**config.mk**
```make
export PLATFORM = sky130hd
export DESIGN_NAME = signed_seq_divider_flat
export DESIGN_NICKNAME = d
export VERILOG_FILES = /design/src/rtl/signed_seq_divider_if.sv /design/src/rtl/signed_seq_divider.sv /design/src/flat_wrapper.sv
export SDC_FILE = /design/constraint.sdc
export NUM_CORES = 1
export LEC_CHECK = 0
export CORE_MARGIN = 8
export CORE_UTILIZATION = 35
export DETAILED_ROUTE_END_ITERATION = 8
export GPL_TIMING_DRIVEN = 0
export SLEW_MARGIN = 20
export SYNTH_ARGS = -nofsm -noshare
export SYNTH_HDL_FRONTEND = slang
export SYNTH_SLANG_ARGS = --single-unit
```
**constraint.sdc**
```tcl
create_clock -name clk -period 2.55 [get_ports clk]
set_clock_uncertainty 0.1 [all_clocks]
set_input_delay 0.51 -clock clk [delete_from_list [all_inputs] [get_ports clk]]
set_output_delay 0.51 -clock clk [all_outputs]
set_load 0.02 [all_outputs]
```
**src/rtl/signed_seq_divider_if.sv**
```systemverilog
// Handshake and result bundle for the signed sequential divider.
interface signed_seq_divider_if;
    logic       start;
    logic [7:0] dividend;
    logic [3:0] divisor;
    logic       busy;
    logic       done;
    logic [7:0] quotient;
    logic [3:0] remainder;
    logic       div_by_zero;
    logic       overflow;

    modport master (
        output start, dividend, divisor,
        input  busy, done, quotient, remainder, div_by_zero, overflow
    );

    modport slave (
        input  start, dividend, divisor,
        output busy, done, quotient, remainder, div_by_zero, overflow
    );
endinterface

```
**src/rtl/signed_seq_divider.sv**
```systemverilog
// 8-bit / 4-bit signed divider: restoring division on magnitudes, then sign fix.
// Fixed 10-cycle latency from accepted start to the done pulse.
module signed_seq_divider (
    input  logic                 clk,
    input  logic                 rst_n,
    signed_seq_divider_if.slave  dif
);
    localparam int unsigned DW = 8;
    localparam int unsigned VW = 4;

    typedef enum logic [1:0] {IDLE, CALC, FIX, DONE} state_t;

    state_t          state_q;
    logic [2:0]      cnt_q;
    logic [DW-1:0]   dvd_q;
    logic [VW-1:0]   dsr_q;
    logic [VW-1:0]   rem_q;
    logic [DW-1:0]   quo_q;
    logic            neg_quo_q;
    logic            neg_rem_q;
    logic            dbz_q;
    logic            ovf_q;
    logic            busy_q;
    logic            done_q;
    logic [DW-1:0]   quotient_q;
    logic [VW-1:0]   remainder_q;
    logic            dbz_out_q;
    logic            ovf_out_q;

    logic [VW:0]     trial_c;
    logic [VW-1:0]   diff_c;
    logic            ge_c;

    // One restoring step: shift in the next dividend bit, subtract if it fits.
    always_comb begin
        trial_c = {rem_q, dvd_q[DW-1]};
        ge_c    = trial_c >= {1'b0, dsr_q};
        diff_c  = VW'(trial_c - {1'b0, dsr_q});
    end

    always_ff @(posedge clk or negedge rst_n) begin
        if (!rst_n) begin
            state_q     <= IDLE;
            cnt_q       <= '0;
            dvd_q       <= '0;
            dsr_q       <= '0;
            rem_q       <= '0;
            quo_q       <= '0;
            neg_quo_q   <= 1'b0;
            neg_rem_q   <= 1'b0;
            dbz_q       <= 1'b0;
            ovf_q       <= 1'b0;
            busy_q      <= 1'b0;
            done_q      <= 1'b0;
            quotient_q  <= '0;
            remainder_q <= '0;
            dbz_out_q   <= 1'b0;
            ovf_out_q   <= 1'b0;
        end else begin
            done_q <= 1'b0;
            unique case (state_q)
                IDLE: begin
                    if (dif.start) begin
                        dvd_q     <= dif.dividend[DW-1] ? DW'(-dif.dividend) : dif.dividend;
                        dsr_q     <= dif.divisor[VW-1]  ? VW'(-dif.divisor)  : dif.divisor;
                        neg_quo_q <= dif.dividend[DW-1] ^ dif.divisor[VW-1];
                        neg_rem_q <= dif.dividend[DW-1];
                        dbz_q     <= dif.divisor == '0;
                        ovf_q     <= (dif.dividend == 8'h80) && (dif.divisor == 4'hF);
                        rem_q     <= '0;
                        quo_q     <= '0;
                        cnt_q     <= 3'd7;
                        busy_q    <= 1'b1;
                        state_q   <= CALC;
                    end
                end
                CALC: begin
                    rem_q <= ge_c ? diff_c : trial_c[VW-1:0];
                    quo_q <= {quo_q[DW-2:0], ge_c};
                    dvd_q <= {dvd_q[DW-2:0], 1'b0};
                    cnt_q <= cnt_q - 3'd1;
                    if (cnt_q == 3'd0) begin
                        state_q <= FIX;
                    end
                end
                FIX: begin
                    // Results become visible here and hold until the next completion.
                    dbz_out_q <= dbz_q;
                    ovf_out_q <= ovf_q;
                    if (dbz_q) begin
                        quotient_q  <= '0;
                        remainder_q <= '0;
                    end else if (ovf_q) begin
                        quotient_q  <= 8'h7F;
                        remainder_q <= '0;
                    end else begin
                        quotient_q  <= neg_quo_q ? DW'(-quo_q) : quo_q;
                        remainder_q <= neg_rem_q ? VW'(-rem_q) : rem_q;
                    end
                    state_q <= DONE;
                end
                DONE: begin
                    busy_q  <= 1'b0;
                    done_q  <= 1'b1;
                    state_q <= IDLE;
                end
                default: state_q <= IDLE;
            endcase
        end
    end

    assign dif.busy        = busy_q;
    assign dif.done        = done_q;
    assign dif.quotient    = quotient_q;
    assign dif.remainder   = remainder_q;
    assign dif.div_by_zero = dbz_out_q;
    assign dif.overflow    = ovf_out_q;
endmodule
```
**src/flat_wrapper.sv**
```systemverilog
// flat-port wrapper written by rule: the top's interface ports become plain ports
module signed_seq_divider_flat 
  (clk, rst_n, dif_start, dif_dividend, dif_divisor, dif_busy, dif_done, dif_quotient, dif_remainder, dif_div_by_zero, dif_overflow);
  signed_seq_divider_if dif_i ();
  input  logic clk;
  input  logic rst_n;
  input wire logic [$bits(dif_i.start)-1:0] dif_start;
  input wire logic [$bits(dif_i.dividend)-1:0] dif_dividend;
  input wire logic [$bits(dif_i.divisor)-1:0] dif_divisor;
  output wire logic [$bits(dif_i.busy)-1:0] dif_busy;
  output wire logic [$bits(dif_i.done)-1:0] dif_done;
  output wire logic [$bits(dif_i.quotient)-1:0] dif_quotient;
  output wire logic [$bits(dif_i.remainder)-1:0] dif_remainder;
  output wire logic [$bits(dif_i.div_by_zero)-1:0] dif_div_by_zero;
  output wire logic [$bits(dif_i.overflow)-1:0] dif_overflow;
  assign dif_i.start = dif_start;
  assign dif_i.dividend = dif_dividend;
  assign dif_i.divisor = dif_divisor;
  assign dif_busy = dif_i.busy;
  assign dif_done = dif_i.done;
  assign dif_quotient = dif_i.quotient;
  assign dif_remainder = dif_i.remainder;
  assign dif_div_by_zero = dif_i.div_by_zero;
  assign dif_overflow = dif_i.overflow;
  signed_seq_divider u_core (.clk(clk), .rst_n(rst_n), .dif(dif_i));
endmodule
```
==> out/results.env <==
RESULT_OF_THE_RUN='finished, final reports clean'
POWERDENSITY_mW_PER_MM2=1197
DIE_WIDTH_UM=103.3
CTS.REPAIR_TIMING.SETUP_BUFFER_COUNT=0
MAXSLEWVIOLCOUNT=0
ASYNC_RESET_FF_SHARE_PCT=100.0
TIGHTEST_SLEW_NS=0.6036
SYNTHDOMINANTAREACELLTYPE='sky130_fd_sc_hd__dfrtp_1'
CORE_MM2=0.007567
VDD_IR_DROP_MAX_mV=0.3293
TRITONCTS='done'
SEQPWRFRAC_PCT=36.3
CTS_SINK_COUNT=49
LEAKAGEPOWER_uW=0.001412
IOS=31
FILLER_CELL_COUNT_IN_THE_FINAL_LAYOUT=740
COMBPWRFRAC_PCT=51.6
DIE_H_UM=103.3
YOSYS_WARNINGS=0
DRT-PASS1-ITER-COUNT=4
YOSYS.AREA.TOP_TYPE_SHARE_PCT=45.92
SETUP_VIOL_COUNT_FINAL=0
CRIT_PATH_END_KIND='flip-flop'
GRT_ANTENNA_BEFORE_REPAIR=0
ANTENNA_LEFT=0
DP_CELLS=389
SYNTHFLOPTYPE='sky130_fd_sc_hd__dfrtp_1'
SETUP.WORST_PATH.START_CLASS='flip-flop'
FIN_NETS=325
POST-ROUTE-WORST-SETUP-SLACK_NS=0.4629
ROUTEDWLPERCELL_UM=13.08
PORT_BUFFERS=29
PRE_CTS_SLACK_NS=0.1713
BIGGEST_CELL_DELAY_ALONG_THE_CRITICAL_PATH_NS=0.44
POSTSYNTHAREAPERCELL_UM2=10.35
FINAL_LAYOUT_SIZE_SUFFIX_GT1_SHARE_PCT=8.814
SYNTH_EDF_COUNT=0
INITIAL_UTILIZATION_PCT=35.28
CRIT_BUF_INV=0
FIRST_PASS_GRT_WIRE_LENGTH_UM=9059
MAX_CAP_VIOLS=0
FINAL.MIN_CLOCK_PERIOD_NS=2.087
AREA_DELTA_SYNTH_FINAL_PCT=18.98
HOLDCRITPATHCLASS='primary input to asynchronous set/reset pin'
FIN_TOTAL_PWR_uW=3802
GPL.FINAL_WEIGHTED_CONGESTION=0.7751
FIN_CELLS=397
P_SW_SHARE_PCT=41.67
WORST_SETUP_HOLD_PATH_CLK_SLEW_NS=0.10
NUM_ROWS=32
CLKPWRFRAC_PCT=12.1
RSZ0062_AT_GRT='false'
FIN_CRIT_SH_PCT=81.85
DR.FIRST_ITER.DRC_COUNT=56
HTREE_LEVELS=2
CLOCK_LATENCY_NS=0.30
SYN_NETS=289
CELLINTERNALPOWER_uW=2218
SLEW_HEADROOM_PCT=59.76
CLOCKBUFFERDEPTH=2
WORSTPATHMAXFANOUT=5
DETAIL_ROUTE.DRC_VIOLATIONS=0
VIA_PER_INST=4.854
VIAS_AFTER_DETAILED_ROUTING=1927
MAXCLOCKFREQUENCY_GHz=0.4791
FINAL.SETUP.TNS_NS=0
WORST_PATH_DOMINANT_CELL_FAMILY='compound AO/OA/AOI/OAI gates'
RESIDUAL_OVERFLOW_FROM_GLOBAL_ROUTING=0
CELLS_RESIZED_BY_POST_CTS_REPAIR=0
ROUTED_WL_UM=5191
POWER.SWITCHING_uW=1584
SYNTH.FF_LATCH_COUNT=49
N_ANTENNA_CELL=0
CTS_BUFFERS=5
GRT_START_MAX_NET_PINS=50
DIE_AREA_MM2=0.01068
DPL_WIRE_LENGTH_UM=3922
CRITICAL_PATH_CLASS='flip-flop to flip-flop'
SEQUENTIAL_CELL_AREA_MM2=0.001226
GR-USAGE-ALL-LAYERS_PCT=10.54
DISTINCT_CELL_TYPE_COUNT_AFTER_SYNTHESIS=47
REPORT.FINAL.HOLD_VIOL_COUNT=0
CTS_ROOT_BUF='sky130_fd_sc_hd__clkbuf_8'
SYNTH.CELL_AREA_MM2=0.002670
YOSYSSEQAREASHARE_PCT=45.92
COMBINED_AREA_OF_THE_MULTI_INPUT_LOGIC_CELLS_MM2=0.001287
WORST_PATH_MAX_DELAY_CELL='sky130_fd_sc_hd__dfrtp_1'
VIA_COUNT_OF_THE_FIRST_GLOBAL_ROUTING_PASS=1904
SYN-INSTANCE-COUNT=258
CRITICAL_PATH_ARRIVAL_NS=2.19
YOSYS-TOP-CELLS-AREA='sky130_fd_sc_hd__dfrtp_1 46%, sky130_fd_sc_hd__ha_1 7.0%, sky130_fd_sc_hd__o21ai_0 3.6%, sky130_fd_sc_hd__inv_1 3.5%, sky130_fd_sc_hd__nand2_1 3.1%'
CTS_HOLD_BUF=0
CRITICAL_PATH.CELL_CHAIN='ha_1 > a21oi_2 > a31oi_1 > or4_1 > a32o_1'
REQUIRED_NS=2.65
final timing paths:
path	cells past startpoint	slack (ns)	endpoint	start
worst min-delay path	1	0.11	u_core.rem_q[3]$_DFFE_PN0P_	rst_n
max in group asynchronous	1	1.82	u_core.dif.busy$_DFFE_PN0P_	rst_n
min in group clk	1	0.37	u_core.cnt_q[0]$_DFFE_PN0P_	u_core.cnt_q[0]$_DFFE_PN0P_
worst max-delay path	5	0.46	u_core.rem_q[3]$_DFFE_PN0P_	u_core.rem_q[1]$_DFFE_PN0P_
worst max register to register	5	0.46	u_core.rem_q[3]$_DFFE_PN0P_	u_core.rem_q[1]$_DFFE_PN0P_
worst min register to register	1	0.37	u_core.cnt_q[0]$_DFFE_PN0P_	u_core.cnt_q[0]$_DFFE_PN0P_
sequential cells by signal, indices dropped and copies added, names as in the netlist:
name / flops
u_core.dif.quotient: 8
u_core.dvd_q: 8
u_core.quo_q: 8
u_core.dif.remainder: 4
u_core.dsr_q: 4
u_core.rem_q: 4
u_core.cnt_q: 3
u_core.state_q: 2
u_core.dbz_q: 1
u_core.dif.busy: 1
u_core.dif.div_by_zero: 1
u_core.dif.done: 1
u_core.dif.overflow: 1
u_core.neg_quo_q: 1
u_core.neg_rem_q: 1
u_core.ovf_q: 1
metal layers:
metal	global-route usage, %	part of all wire, %
met1	14.59	51
met2	16.27	43
met3	2.410	5.3
met4	2.336	0.44
met5	0	0
synthesized netlist by cell type (3+ instances only):
cell type                   count
sky130_fd_sc_hd__xor2_1         7
sky130_fd_sc_hd__o2bb2ai_1      7
sky130_fd_sc_hd__dfrtp_1       49
sky130_fd_sc_hd__inv_1         25
sky130_fd_sc_hd__ha_1          15
sky130_fd_sc_hd__buf_2          5
sky130_fd_sc_hd__a21oi_1       11
sky130_fd_sc_hd__a22o_1         6
sky130_fd_sc_hd__mux2i_1        6
sky130_fd_sc_hd__o311ai_0       3
sky130_fd_sc_hd__a21o_1         3
sky130_fd_sc_hd__nand3_1        3
sky130_fd_sc_hd__clkbuf_1       4
sky130_fd_sc_hd__xnor2_1        7
sky130_fd_sc_hd__nand3b_1       4
sky130_fd_sc_hd__o31ai_1        6
sky130_fd_sc_hd__nand2_1       22
sky130_fd_sc_hd__nor2b_1        5
sky130_fd_sc_hd__o41ai_1        3
sky130_fd_sc_hd__mux2_2         4
sky130_fd_sc_hd__nor2_1         8
sky130_fd_sc_hd__nand2b_1       5
sky130_fd_sc_hd__o21ai_0       19
placed cells by master (no fill, tap or decap), drive strengths merged, types with 2 or more instances in the layout:
master         instances
a22oi                  2
xor2                   7
clkdlybuf4s50         28
nand2                 22
o311ai                 3
a21boi                 2
a21o                   3
o21ai                 19
dfrtp                 49
a211oi                 2
o31ai                  6
o2bb2ai                7
ha                    15
a21oi                 12
a22o                   7
nor2b                  5
o221ai                 2
or4                    2
nor2                   8
or3b                   2
nand2b                 5
mux2                   4
a31oi                  2
mux2i                  6
buf                    8
o41ai                  4
nand3b                 4
clkbuf                 9
clkinv                 3
nand3                  3
xnor2                  7
inv                   25
or3                    2
final cells by class:
type	count	area share [%]
inverters	25	2.954
repair buffers	29	9.059
clock buffers	5	2.166
multi-input cells	173	40.53
clock inverters	3	0.7089
flip-flops and latches	49	38.60
well taps	102	4.017
plain buffers	11	1.969
logic make-up after synthesis:
kind of cell	count (synthesis)	share of synthesized area, %
AO/OA/AOI/OAI	76	20.67
AND/OR/NAND/NOR	57	11.25
flip-flops	49	45.92
buffers and inverters	36	5.857
adder cells (fa/ha/maj)	16	7.779
XOR/XNOR	14	4.592
multiplexers	10	3.936
through the flow:
step           hold slack, ns  instance area, um^2  util (%)
2_1_floorplan          0.1144                 2670         -
3_3_place_gp           0.3551                 3088     40.81
3_5_place_dp           0.3672                 3085     40.77
4_1_cts                0.1371                 3177     41.98
5_1_grt                0.1626                 3177     41.98
6_report               0.1096                 3177     41.98
power groups by stage:
stage	clock network, uW	logic [uW]	registers, uW
after global placement	0	1950	1390
after floorplan	0	1340	1450
after global routing	505	2240	1430
after CTS	479	2000	1380
final	459	1960	1380
after detailed placement	0	1990	1400
Note: power is estimated with default switching activity, not from simulation.
